$ cat config.mk
export PLATFORM = sky130hd
export DESIGN_NAME = i2s_capture_ctrl
export DESIGN_NICKNAME = d
export VERILOG_FILES = /design/src/rtl/i2s_ctrl_pkg.sv /design/src/rtl/i2s_capture_ctrl.sv
export SDC_FILE = /design/constraint.sdc
export NUM_CORES = 1
export LEC_CHECK = 0
export CORE_MARGIN = 4
export CORE_UTILIZATION = 37
export CTS_CLUSTER_SIZE = 25
export DETAILED_ROUTE_END_ITERATION = 7
export PLACE_DENSITY = 0.67
export SYNTH_ARGS = -nofsm -noshare
export SYNTH_HDL_FRONTEND = slang
export SYNTH_SLANG_ARGS = --single-unit
$ cat constraint.sdc
create_clock -name clk -period 2.8 [get_ports clk]
set_clock_uncertainty 0.2 [all_clocks]
set_input_delay 0.28 -clock clk [delete_from_list [all_inputs] [get_ports clk]]
set_output_delay 0.28 -clock clk [all_outputs]
set_load 0.01 [all_outputs]
$ cat src/rtl/i2s_ctrl_pkg.sv
// Shared types and constants for the I2S capture controller: FSM encoding,
// default widths and the RUN-state watchdog limit.
package i2s_ctrl_pkg;

  localparam int DW_DEFAULT = 32;
  localparam int CW_DEFAULT = 16;

  localparam int                WDOG_W     = 16;
  localparam logic [WDOG_W-1:0] WDOG_LIMIT = 16'hFFFF;

  typedef enum logic [1:0] {
    IDLE  = 2'd0,
    FLUSH = 2'd1,
    RUN   = 2'd2,
    DRAIN = 2'd3
  } state_t;

endpackage

$ cat src/rtl/i2s_capture_ctrl.sv
// I2S capture session controller: flushes stale FIFO words, streams N (or unlimited) samples,
// drains the output register; optional RUN watchdog under I2S_CAPTURE_CTRL_TIMEOUT_EN.
module i2s_capture_ctrl
  import i2s_ctrl_pkg::*;
#(
  parameter int DW = DW_DEFAULT,
  parameter int CW = CW_DEFAULT
) (
  input  logic          clk,
  input  logic          rst,
  input  logic          start,
  input  logic          stop,
  input  logic [CW-1:0] sample_count,
  input  logic          clear_overrun,
  output logic          i2s_en,
  output logic          fifo_rd,
  input  logic          fifo_empty,
  input  logic          fifo_full,
  input  logic [DW-1:0] fifo_rdata,
  output logic          m_valid,
  output logic [DW-1:0] m_data,
  output logic          m_last,
  input  logic          m_ready,
  output logic          busy,
  output logic          done,
  output logic          aborted,
  output logic          overrun,
`ifdef I2S_CAPTURE_CTRL_TIMEOUT_EN
  output logic          timeout,
`endif
  output logic [CW-1:0] remaining
);

  state_t        state_q;
  logic          m_valid_q, m_last_q, done_q, aborted_q, overrun_q, cont_q;
  logic [DW-1:0] m_data_q;
  logic [CW-1:0] remaining_q, remaining_d;
  logic          in_run, take, pop, last_pop, stop_run, wdog_expired;

`ifdef I2S_CAPTURE_CTRL_TIMEOUT_EN
  logic [WDOG_W-1:0] wdog_q;
  logic              timeout_q;

  assign wdog_expired = in_run && (wdog_q == WDOG_LIMIT);
  assign timeout      = timeout_q;

  // Counts idle RUN cycles; any pop or leaving RUN restarts the count.
  always_ff @(posedge clk) begin
    if (rst || !in_run || pop) begin
      wdog_q <= '0;
    end else if (!wdog_expired) begin
      wdog_q <= wdog_q + 1'b1;
    end
  end
`else
  assign wdog_expired = 1'b0;
`endif

  always_comb begin
    in_run      = (state_q == RUN);
    take        = m_valid_q & m_ready;
    stop_run    = in_run & (stop | wdog_expired);
    pop         = in_run & ~stop_run & ~fifo_empty & (~m_valid_q | m_ready) &
                  (cont_q | (remaining_q != '0));
    last_pop    = pop & ~cont_q & (remaining_q == CW'(1));
    remaining_d = remaining_q;
    if (pop && !cont_q) begin
      remaining_d = remaining_q - CW'(1);
    end
  end

  // FLUSH pops unconditionally so stale words never reach the output register.
  assign fifo_rd   = (state_q == FLUSH) ? ~fifo_empty : pop;
  assign i2s_en    = in_run;
  assign busy      = (state_q != IDLE);
  assign m_valid   = m_valid_q;
  assign m_data    = m_data_q;
  assign m_last    = m_last_q;
  assign done      = done_q;
  assign aborted   = aborted_q;
  assign overrun   = overrun_q;
  assign remaining = remaining_q;

  always_ff @(posedge clk) begin
    if (rst) begin
      state_q     <= IDLE;
      m_valid_q   <= 1'b0;
      m_last_q    <= 1'b0;
      m_data_q    <= '0;
      done_q      <= 1'b0;
      aborted_q   <= 1'b0;
      overrun_q   <= 1'b0;
      cont_q      <= 1'b0;
      remaining_q <= '0;
`ifdef I2S_CAPTURE_CTRL_TIMEOUT_EN
      timeout_q   <= 1'b0;
`endif
    end else begin
      done_q <= 1'b0;
      if (in_run && fifo_full) begin
        overrun_q <= 1'b1;
      end else if (clear_overrun) begin
        overrun_q <= 1'b0;
      end

      case (state_q)
        IDLE: begin
          if (start) begin
            state_q     <= FLUSH;
            remaining_q <= sample_count;
            cont_q      <= (sample_count == '0);
            aborted_q   <= 1'b0;
`ifdef I2S_CAPTURE_CTRL_TIMEOUT_EN
            timeout_q   <= 1'b0;
`endif
          end
        end
        FLUSH: begin
          if (stop) begin
            state_q   <= IDLE;
            done_q    <= 1'b1;
            aborted_q <= 1'b1;
          end else if (fifo_empty) begin
            state_q <= RUN;
          end
        end
        RUN: begin
          if (pop) begin
            m_data_q    <= fifo_rdata;
            m_valid_q   <= 1'b1;
            m_last_q    <= last_pop;
            remaining_q <= remaining_d;
            if (last_pop) begin
              state_q <= DRAIN;
            end
          end else if (take) begin
            m_valid_q <= 1'b0;
            m_last_q  <= 1'b0;
          end
          // An aborted session still hands over its pending word, marked as last.
          if (stop_run) begin
            state_q   <= DRAIN;
            aborted_q <= 1'b1;
            if (m_valid_q && !m_ready) begin
              m_last_q <= 1'b1;
            end
`ifdef I2S_CAPTURE_CTRL_TIMEOUT_EN
            if (wdog_expired) begin
              timeout_q <= 1'b1;
            end
`endif
          end
        end
        DRAIN: begin
          if (!m_valid_q || m_ready) begin
            m_valid_q <= 1'b0;
            m_last_q  <= 1'b0;
            state_q   <= IDLE;
            done_q    <= 1'b1;
          end
        end
        default: state_q <= IDLE;
      endcase
    end
  end

endmodule

==> out/qor.yml <==
status:
  status: "finished clean"
yosys:
  synth.area.top_cells: "dfxtp_1, nand2_1, a21oi_1, ha_1, nor2_1"
  synth.most_common_cell: "nand2_1"
  synthFlopType: "dfxtp_1"
  syn_area_sq_um: 2830
  yosysWarnings: 0
  ys_ff_latch: 56
  synthCells: 358
  synth_area_leader_cell: "dfxtp_1"
  netlist_top_cells_count: "nand2_1, dfxtp_1, a21oi_1"
  async_reset_ff_share_pct: 0
  synth_fp_nets: 422
  synth_edf_count: 0
  postSynthAreaPerCell_sq_um: 7.91
  yosysSeqAreaShare_pct: 39.6
  synth.top_cell.area_share_pct: 39.6
  ys_types: 50
die:
  coreArea_sq_um: 7330
  die_w_um: 95.5
  die-area_sq_um: 9110
  die_y_um: 95.5
  io_pins: 112
  num_rows: 31
  initial_utilization_pct: 38.6
placement:
  port-buffer-count: 111
  place_inst: 554
  place.detailed.hpwl_um: 6150
  place.gp.congestion: 0.832
worst_setup_path:
  worstPathRequired_ns: 2.86
  r2r_cells: 8
  worstPathArrival_ns: 2.54
  start_kind: "flop"
  r2r_slack_ns: 0.31
  r2r_start: "state_q[0]$_SDFFE_PP0P_"
  cp-end-kind: "flop"
  critPathKind: "flop to flop"
  r2r-end: "remaining[0]$_SDFFE_PP0P_"
  critPathMaxFanout: 32
timing:
  final_hold_viol_count: 0
  setup_violations: 0
  fin_crit_sh_pct: 88.8
  grt_setup_unrepaired: "no"
  period_needed_ns: 2.49
  drv_slew: 0
  worst_slew_margin_rel_pct: 62.9
  worst_slew_pin_slew_ns: 0.552
  fmax_mhz: 402
  fin_tns_setup_ns: 0
layout:
  stdcell_count: 562
  fin_util_pct: 56.0
  area.growth.synth_to_final_pct: 45.1
  layout.nets: 526
  drive_above_1_share_pct: 6.26
  diodes: 0
clocking:
  clk_latency_ns: 0.32
  clkSinkCount: 56
  htreeDepth: 2
  numCtsBuffers: 5
  cts_post_setup_buffers_inserted: 0
  clk_path_buf_depth: 2
  clkTransAtPathRegs_ns: 0.11
  clock_tree.root_cell: "clkbuf_8"
  cts_tree: "yes"
grt:
  grt_max_degree: 38
  antenna_found_initial: 0
  grt_pass1_vias: 2566
  grt_overflow: 0
  grt_pass1_wl_um: 12700
  grtUsageTotal_pct: 17.6
detailed_routing:
  wl_met3_um: 498
  vias_per_cell: 5.22
  met1_length_um: 3600
  routed_wl_um: 8320
  antenna_left: 0
  top_layer: "met4"
  avgRoutedWirePerCell_um: 14.8
  met2WireLength_um: 4120
  via_count: 2936
  first_pass_iters: 4
  drtIter0Drc: 92
  drc: 0
job:
  maxCapViolCount: 0
power_and_ir_drop:
  p_per_area_nw_per_um2: 444
  total_power_mw: 1.82
  cellLeakagePower_nw: 1.43
  peakVddDrop_mv: 0.204
worst_hold_path:
  hold_class: "primary input to flop"
  hold_depth: 2
  min_to: "cont_q$_SDFFE_PP0P_"
  hp-start: "rst"
worst max-delay path by stage:
stage / startpoint / to / slack (ns)
floorplan: state_q[0]$_SDFFE_PP0P_ / fifo_rd / 0.64
global placement: fifo_empty / fifo_rd / 0.25
detailed placement: fifo_empty / fifo_rd / 0.25
CTS: state_q[0]$_SDFFE_PP0P_ / fifo_rd / 0.09
global route: state_q[0]$_SDFFE_PP0P_ / remaining[1]$_SDFFE_PP0P_ / 0.16
finish: state_q[0]$_SDFFE_PP0P_ / remaining[0]$_SDFFE_PP0P_ / 0.31
state kept, by name, indices dropped and copies added (netlist names), named ones only:
signal / cells
m_last: 1
remaining: 16
m_valid: 1
state_q: 1
aborted: 1
overrun: 1
cont_q: 1
m_data: 32
done: 1
logic make-up (layout without fill, tap and decap cells):
group                    Yosys count  count (layout)  share of synthesized area (%)
multiplexers                       4               4                           1.41
AND/OR/NAND/NOR                  151             151                           26.0
flip-flops                        56              56                           39.6
adder cells (fa/ha/maj)            8               8                           3.54
AO/OA/AOI/OAI                    107             107                           23.4
buffers and inverters             32             137                           6.01
cell type report:
class / instances / area, sq um
fill: 686 / 3220
multi-input combinational: 270 / 1540
timing repair buffer: 120 / 1190
sequential: 56 / 1120
tap: 99 / 124
clock buffer: 5 / 68.8
inverter: 9 / 33.8
clock inverter: 3 / 27.5
critical path: stages (launching register included):
cell and delay, ns:
dfxtp_1 0.38, inv_1 0.12, ha_1 0.17, buf_4 0.32, inv_1 0.16, o21ai_0 0.26
o211ai_1 0.20, or3_2 0.48, a21oi_1 0.13
report_power, final:
| group | internal, mW | leakage (nW) | total (mW) | switching, mW |
|---|---|---|---|---|
| combinational | 0.239 | 0.929 | 0.467 | 0.228 |
| sequential | 0.827 | 0.454 | 0.873 | 0.0458 |
| clock | 0.185 | 0.0463 | 0.484 | 0.300 |
through the flow:
step | hold slack, ns | instance area, sq um | setup slack (ns)
5_1_grt | 0.243 | 4110 | 0.157
2_1_floorplan | 0.216 | 2830 | 0.637
4_1_cts | 0.198 | 4110 | 0.0940
3_3_place_gp | 0.242 | 4000 | 0.248
3_5_place_dp | 0.245 | 4000 | 0.252
6_report | 0.208 | 4110 | 0.312
layer usage:
metal	vias to the layer above	global-route usage, %
li1	1469	-
met1	1381	23.3
met2	77	29.4
met3	9	3.00
met4	0	4.98
met5	-	0
layout by cell type, fill, tap and decap left out, types with 4 or more instances in the layout:
| master | instances |
|---|---|
| a21o_1 | 4 |
| a21oi_1 | 52 |
| a22oi_1 | 5 |
| buf_4 | 8 |
| clkbuf_8 | 5 |
| clkdlybuf4s50_1 | 109 |
| dfxtp_1 | 56 |
| ha_1 | 8 |
| inv_1 | 9 |
| mux2i_1 | 4 |
| nand2_1 | 76 |
| nand2b_1 | 8 |
| nand3_1 | 4 |
| nor2_1 | 24 |
| nor2b_1 | 9 |
| nor3_1 | 6 |
| nor4_1 | 7 |
| o21ai_0 | 15 |
| o31ai_1 | 5 |
what timing repair did:
item,4_1_cts,5_1_grt
setup endpoints to repair,1,1
gates resized for setup,1,1
hold buffers,0,0
(Power assumes the default switching activity.)
